## src/rtl/byte_strip_if.sv

```systemverilog
// Byte-stream input and 4-lane word output bundle for byte_strip.
// The master side drives the byte stream; the slave side produces the words.
interface byte_strip_if;
  logic [7:0] D;
  logic       DK;
  logic       VALID_IN;
  logic [7:0] LANE0;
  logic [7:0] LANE1;
  logic [7:0] LANE2;
  logic [7:0] LANE3;
  logic       DK_0;
  logic       DK_1;
  logic       DK_2;
  logic       DK_3;
  logic       VALID_OUT;
  logic       PADDED;
  logic [1:0] FILL_LEVEL;

  modport master (
    output D, DK, VALID_IN,
    input  LANE0, LANE1, LANE2, LANE3, DK_0, DK_1, DK_2, DK_3,
    input  VALID_OUT, PADDED, FILL_LEVEL
  );

  modport slave (
    input  D, DK, VALID_IN,
    output LANE0, LANE1, LANE2, LANE3, DK_0, DK_1, DK_2, DK_3,
    output VALID_OUT, PADDED, FILL_LEVEL
  );
endinterface

```

## src/rtl/byte_strip.sv

```systemverilog
// Stripes a serial byte stream round-robin into aligned 4-lane words, padding
// a stalled partial word with control bytes so no torn word ever leaves.
module byte_strip #(
  parameter logic [7:0] PAD_BYTE    = 8'hF7,
  parameter int         PAD_TIMEOUT = 8,
  parameter int         CNT_W       = 8
) (
  input  logic         CLK,
  input  logic         RESET_L,
  byte_strip_if.slave  bus
);

  localparam logic [0:0]       ST_EMPTY   = 1'b0;
  localparam logic [0:0]       ST_FILLING = 1'b1;
  localparam logic [CNT_W-1:0] CNT_MAX    = '1;
  localparam logic [CNT_W-1:0] CNT_LAST   = CNT_W'(PAD_TIMEOUT - 1);

  logic [0:0]       state_q, state_d;
  logic [1:0]       fill_q, fill_d;
  logic [CNT_W-1:0] cnt_q, cnt_d;
  logic             valid_q, valid_d;
  logic             padded_q, padded_d;
  // Entries are {dk, byte}; the fourth byte never needs staging.
  logic [8:0]       stage_q [3];
  logic [8:0]       stage_d [3];
  logic [8:0]       lane_q  [4];
  logic [8:0]       lane_d  [4];
  logic [8:0]       in_byte;
  logic             complete;
  logic             flush;

  assign in_byte = {bus.DK, bus.D};

  always_comb begin
    complete = bus.VALID_IN && (fill_q == 2'd3);
    // An arriving byte always beats the timeout.
    flush    = (PAD_TIMEOUT != 0) && (state_q == ST_FILLING) &&
               !bus.VALID_IN && (cnt_q == CNT_LAST);

    fill_d = fill_q;
    if (bus.VALID_IN) begin
      fill_d = fill_q + 2'd1;
    end else if (flush) begin
      fill_d = 2'd0;
    end
    state_d = (fill_d == 2'd0) ? ST_EMPTY : ST_FILLING;

    cnt_d = cnt_q;
    if (bus.VALID_IN || (state_q == ST_EMPTY) || flush) begin
      cnt_d = '0;
    end else if (cnt_q != CNT_MAX) begin
      cnt_d = cnt_q + CNT_W'(1);
    end

    valid_d  = complete || flush;
    padded_d = flush;
  end

  genvar gi;
  generate
    for (gi = 0; gi < 3; gi++) begin : g_stage
      assign stage_d[gi] = (bus.VALID_IN && (fill_q == 2'(gi))) ? in_byte : stage_q[gi];
    end

    for (gi = 0; gi < 4; gi++) begin : g_lane
      logic [8:0] word_byte;
      if (gi < 3) begin : g_staged
        // On completion fill_q is 3, so every staged lane qualifies.
        assign word_byte = (fill_q > 2'(gi)) ? stage_q[gi] : {1'b1, PAD_BYTE};
      end else begin : g_last
        assign word_byte = complete ? in_byte : {1'b1, PAD_BYTE};
      end
      assign lane_d[gi] = (complete || flush) ? word_byte : lane_q[gi];
    end
  endgenerate

  always_ff @(posedge CLK) begin
    if (!RESET_L) begin
      state_q  <= ST_EMPTY;
      fill_q   <= 2'd0;
      cnt_q    <= '0;
      valid_q  <= 1'b0;
      padded_q <= 1'b0;
      for (int i = 0; i < 3; i++) stage_q[i] <= '0;
      for (int i = 0; i < 4; i++) lane_q[i]  <= '0;
    end else begin
      state_q  <= state_d;
      fill_q   <= fill_d;
      cnt_q    <= cnt_d;
      valid_q  <= valid_d;
      padded_q <= padded_d;
      for (int i = 0; i < 3; i++) stage_q[i] <= stage_d[i];
      for (int i = 0; i < 4; i++) lane_q[i]  <= lane_d[i];
    end
  end

  assign bus.LANE0      = lane_q[0][7:0];
  assign bus.LANE1      = lane_q[1][7:0];
  assign bus.LANE2      = lane_q[2][7:0];
  assign bus.LANE3      = lane_q[3][7:0];
  assign bus.DK_0       = lane_q[0][8];
  assign bus.DK_1       = lane_q[1][8];
  assign bus.DK_2       = lane_q[2][8];
  assign bus.DK_3       = lane_q[3][8];
  assign bus.VALID_OUT  = valid_q;
  assign bus.PADDED     = padded_q;
  assign bus.FILL_LEVEL = fill_q;

endmodule

```

## src/flat_wrapper.sv

```systemverilog
// flat-port wrapper written by rule: the top's interface ports become plain ports
module byte_strip_flat 
#(
  parameter logic [7:0] PAD_BYTE    = 8'hF7,
  parameter int         PAD_TIMEOUT = 8,
  parameter int         CNT_W       = 8
)
  (CLK, RESET_L, bus_D, bus_DK, bus_VALID_IN, bus_LANE0, bus_LANE1, bus_LANE2, bus_LANE3, bus_DK_0, bus_DK_1, bus_DK_2, bus_DK_3, bus_VALID_OUT, bus_PADDED, bus_FILL_LEVEL);
  byte_strip_if bus_i ();
  input  logic CLK;
  input  logic RESET_L;
  input wire logic [$bits(bus_i.D)-1:0] bus_D;
  input wire logic [$bits(bus_i.DK)-1:0] bus_DK;
  input wire logic [$bits(bus_i.VALID_IN)-1:0] bus_VALID_IN;
  output wire logic [$bits(bus_i.LANE0)-1:0] bus_LANE0;
  output wire logic [$bits(bus_i.LANE1)-1:0] bus_LANE1;
  output wire logic [$bits(bus_i.LANE2)-1:0] bus_LANE2;
  output wire logic [$bits(bus_i.LANE3)-1:0] bus_LANE3;
  output wire logic [$bits(bus_i.DK_0)-1:0] bus_DK_0;
  output wire logic [$bits(bus_i.DK_1)-1:0] bus_DK_1;
  output wire logic [$bits(bus_i.DK_2)-1:0] bus_DK_2;
  output wire logic [$bits(bus_i.DK_3)-1:0] bus_DK_3;
  output wire logic [$bits(bus_i.VALID_OUT)-1:0] bus_VALID_OUT;
  output wire logic [$bits(bus_i.PADDED)-1:0] bus_PADDED;
  output wire logic [$bits(bus_i.FILL_LEVEL)-1:0] bus_FILL_LEVEL;
  assign bus_i.D = bus_D;
  assign bus_i.DK = bus_DK;
  assign bus_i.VALID_IN = bus_VALID_IN;
  assign bus_LANE0 = bus_i.LANE0;
  assign bus_LANE1 = bus_i.LANE1;
  assign bus_LANE2 = bus_i.LANE2;
  assign bus_LANE3 = bus_i.LANE3;
  assign bus_DK_0 = bus_i.DK_0;
  assign bus_DK_1 = bus_i.DK_1;
  assign bus_DK_2 = bus_i.DK_2;
  assign bus_DK_3 = bus_i.DK_3;
  assign bus_VALID_OUT = bus_i.VALID_OUT;
  assign bus_PADDED = bus_i.PADDED;
  assign bus_FILL_LEVEL = bus_i.FILL_LEVEL;
  byte_strip #(.PAD_BYTE(PAD_BYTE), .PAD_TIMEOUT(PAD_TIMEOUT), .CNT_W(CNT_W)) u_core (.CLK(CLK), .RESET_L(RESET_L), .bus(bus_i));
endmodule
```

## config.mk

```make
export PLATFORM = sky130hd
export DESIGN_NAME = byte_strip_flat
export DESIGN_NICKNAME = d
export VERILOG_FILES = /design/src/rtl/byte_strip_if.sv /design/src/rtl/byte_strip.sv /design/src/flat_wrapper.sv
export SDC_FILE = /design/constraint.sdc
export NUM_CORES = 1
export LEC_CHECK = 0
export BUFFER_PORTS_ARGS = -buffer_cell sky130_fd_sc_hd__buf_2
export CORE_MARGIN = 5
export CORE_UTILIZATION = 55
export DETAILED_ROUTE_END_ITERATION = 7
export MAX_ROUTING_LAYER = met4
export PLACE_DENSITY = 0.81
export SYNTH_ARGS = -nofsm -noshare
export SYNTH_HDL_FRONTEND = slang
export SYNTH_SLANG_ARGS = --single-unit
```

## constraint.sdc

```tcl
create_clock -name CLK -period 2.2 [get_ports CLK]
set_input_delay 0.33 -clock CLK [delete_from_list [all_inputs] [get_ports CLK]]
set_output_delay 0.33 -clock CLK [all_outputs]
set_load 0.02 [all_outputs]
```

; Word-level counts from Yosys, hierarchy flattened
; Memory sizes are Yosys's and may differ from the RTL's.
; Index checks and enable logic that the tools add are counted.
[op_classes]
addsub = 2
n_lt_le_gt_ge = 3
n_eq_ne = 5
muxes = 23
bitwise = 9
n_reduce_logical = 13
[ops]
columns = op, count
row1 = 9-bit 2-to-1 mux, 18
row2 = 8-bit by 1-bit adder with 8-bit output (second input constant), 1
row3 = 8-bit by 3-bit equality test with 1-bit output (second input constant), 1
row4 = 8-bit != test (second input constant), 1
row5 = 1-bit OR, 7
row6 = 1-bit logical AND, 6
row7 = 2-bit equality test (second input constant), 2
row8 = 2-bit by 1-bit greater-than comparator with 1-bit output (second input constant), 2
row9 = 2-bit logical NOT, 2
row10 = 2-bit 2-to-1 mux, 2
row11 = 1-bit logical OR, 3
row12 = 1-bit 2-to-1 mux, 3
row13 = 2-bit by 1-bit adder with 2-bit output (second input constant), 1
row14 = 2-bit by 1-bit equality test with 1-bit output (second input constant), 1
row15 = 2-bit greater-than comparator (second input constant), 1
row16 = 1-bit NOT, 2
row17 = 2-bit OR reduction, 1
row18 = 1-bit logical NOT, 1
[word_totals]
reg_bits = 13
ramBits = 63
output_inout_bits = 40
memories = 2
[mem_list]
columns = memory, depth, width, read_ports, rd_clocked_by_memory_dff, write_ports, line_no
row1 = u_core.lane_q, 4, 9, 4, 0, 4, byte_strip.sv:26  ; logic [8:0] lane_q [4];
row2 = u_core.stage_q, 3, 9, 3, 0, 3, byte_strip.sv:24  ; logic [8:0] stage_q [3];

; Depth between registers and ports, before layout
[depth]
word_depth = 7
ltp_mapped = 6
depth_no_buf = 5

; Worst setup path before layout
; Ideal clock, no wire load.
[synth_timing]
path_kind = reg2reg
start = reg u_core.fill_q[1], in the netlist u_core.bus.FILL_LEVEL[1]
end = mem u_core.lane_q[2][8], in the netlist u_core.lane_q[0][26]
setup_time_ps = 91
arrival_time_ps = 1626
required_time_ps = 2109
path_slack_ps = 483
path_stages_with_launch = 7
path_buffers = 2
path_cell_list = dfxtp_1 > ha_1 > and2_1 > buf_2 > clkbuf_1 > a311oi_1 > a311oi_1
[synth_rtl]
columns = element, line_no
row1 = start: declaration, byte_strip.sv:19  ; logic [1:0] fill_q, fill_d;
row2 = start signal: assignment, byte_strip.sv:88  ; fill_q <= fill_d;
row3 = end: declaration, byte_strip.sv:26

==> results.tsv <==
metric	value	unit
async_flop_share	0	
drive_above_1_share	0.1967	
maxCapViolCount	0	
yosys_warnings	0	
p_per_area	700.6	nW/um^2
io_buffer_count	51	
grt_overflow_total	0	
setup_tns	0	ns
crit_fanout	12	
yosysSeqAreaShare	0.4611	
status	completed	
grt_pass1_vias	2772	
fmax	0.5377	GHz
synthTopCellsByArea	dfxtp_1, a311oi_1, a21oi_1	
period_minus_slack	1.860	ns
worstHoldStart	bus_D[2]	
yosysTopAreaCell	dfxtp_1	
hold_viol_final	0	
num_vias	3053	
arrival	2.13	ns
cts_buffer_depth	2	
grt_max_degree	37	
maxSlewViolCount	0	
critPathSlowestCell	or4b_1	
reg2regPathDepth	5	
hold_path_class	in -> reg	
hold_buffers	0	
crit_chain	inv_1 -> ha_1 -> and3b_1 -> or4b_1 -> o211ai_1	
crit_path_max_incr_delay	0.47	ns
cts_root_buf	clkbuf_8	
dieArea	7648	um^2
dieWidth	87.45	um
core	5886	um^2
worstHoldEndpoint	u_core.stage_q[0][20]	
synth_top_area_share	0.4611	
yosysMostFrequentCell	dfxtp_1	
synth-edff-count	0	
critical-path-top-delay-family	simple AND/OR/NAND/NOR gates	
synth_area	3299	um^2
worstPathRequired	2.47	ns
grt_pass1_wl	13610	um
postRouteAntennaNets	0	
cts_buffers	9	
ir_drop	0.4638	mV
fp.dieH	87.45	um
place_hpwl	5680	um
drt_iter0_markers	261	
drcViolationCount	0	
place_congestion	0.8305	
finClkSkew	0.006525	ns
fill_cells	500	
timing.final.crit_share	0.8453	
area_growth	13.39	%
fin_total_pwr	2.621	mW
num_rows	28	
cts_resized	0	
cts.sinks	76	
holdPathStages	3	
worst_pin_slew	0.4535	ns
setup_violations	0	
startpoint_type	flip-flop	
initial_core_util	0.5606	
post-route-util	0.6356	
r2r_slack	0.34	ns
h-tree-depth	3	
ys_types	42	
syn_avg_cell_area	8.592	um^2
crit_buf_inv	1	
worstReg2RegEnd	u_core.lane_q[0][12]	
track_usage	0.2354	
dp_slack	0.3864	ns
crit_path_end_kind	flip-flop	
synth_nets	401	
rsz0062_at_grt	no	
dr.pass1.iters	5	
synth_seq_cells	76	
ios	52	
vias_per_cell	6.143	
ys.flop_type	dfxtp_1	
setup_slack	0.3403	ns
wl	8388	um
cts_tree	built	
max_slew_margin	0.6977	
routedWlPerCell	16.88	um
clk_pin_slew	0.07	ns
nNetsFinal	435	
diodes	0	
clock_latency	0.35	ns
antenna_found_initial	0	
critPathKind	reg -> reg	
syn_inst	384	
rr_startpoint	u_core.bus.FILL_LEVEL[1]	
synthTopCellsByCount	dfxtp_1, a21oi_1, nand2_1	
p_leak	1.422	nW
postCtsSetupBuffers	0	
whs	0.2848	ns
[per-layer routing]
metal	track usage	vias up	wire, um
li1	-	1487	-
met1	0.3086	1435	3794
met2	0.3466	116	3782
met3	0.05014	15	633
met4	0.1074	0	178
met5	-	-	0
[layout make-up]
type,count,area (um^2),area share
well taps,75,93.84,0.02508
multi-input cells,255,1554,0.4154
inverters,11,41.29,0.01104
clock inverters,1,7.507,0.002007
clock buffers,14,162.7,0.04348
repair buffers,65,360.3,0.09632
flip-flops and latches,76,1521,0.4067
[worst max path at each step]
stage | end | slack [ns] | depth (start not counted) | from
floorplan | u_core.lane_q[0][26] | 0.48 | 6 | u_core.bus.FILL_LEVEL[1]
global placement | u_core.lane_q[0][22] | 0.45 | 4 | u_core.cnt_q[6]
detailed placement | u_core.lane_q[0][18] | 0.39 | 4 | u_core.cnt_q[6]
CTS | u_core.lane_q[0][18] | 0.38 | 4 | u_core.cnt_q[6]
global route | u_core.lane_q[0][12] | 0.25 | 5 | u_core.bus.FILL_LEVEL[1]
finish | u_core.lane_q[0][12] | 0.34 | 5 | u_core.bus.FILL_LEVEL[1]
[per-stage QoR]
stage,cells,area (um^2)
floorplan,384,3299
global placement,482,3571
detailed placement,482,3571
CTS,497,3741
global route,497,3741
finish,497,3741
[cells by family after synthesis]
family	count (synthesis)	synth area share
buffers and inverters	53	0.07015
and+or+nand+nor	132	0.1983
DFF	76	0.4611
adders and majority gates	5	0.01896
AOI/OAI and AO/OA	118	0.2514
[power breakdown]
part           switching [mW]  internal [mW]
sequential             0.0245           1.41
clock                   0.472          0.467
combinational           0.167         0.0786
total                   0.663           1.96
[cell usage in the layout, fill, tap and decap left out, types with 3 or more instances in the layout]
cell      synthesis  layout
ha_1              5       5
and3_1            4       4
a21oi_1          38      38
nor3_1            9       8
o21ai_0          10      10
nand4_1           4       4
buf_4             0      14
a211oi_1         17      17
dfxtp_1          76      76
nor2_1           27      27
nand2_1          35      35
inv_1            11      11
o311ai_0          3       3
clkbuf_1         26       3
nand3_1          34      34
a31oi_1           6       6
clkbuf_8          0      11
nand3b_1          3       3
a311oi_1         33      33
buf_2             8      51
[worst reg2reg max path, stage by stage (launching register included)]
cell and delay (ns):
dfxtp_1 0.45, inv_1 0.11, ha_1 0.33, and3b_1 0.32, or4b_1 0.47, o211ai_1 0.10
[state kept, by name, indices dropped and copies added, names as in the netlist]
register and count:
u_core.bus.FILL_LEVEL 2, u_core.bus.PADDED 1, u_core.bus.VALID_OUT 1, u_core.cnt_q 8, u_core.lane_q 36, u_core.stage_q 27, u_core.state_q 1
Note: power is estimated with default switching activity, not from simulation.
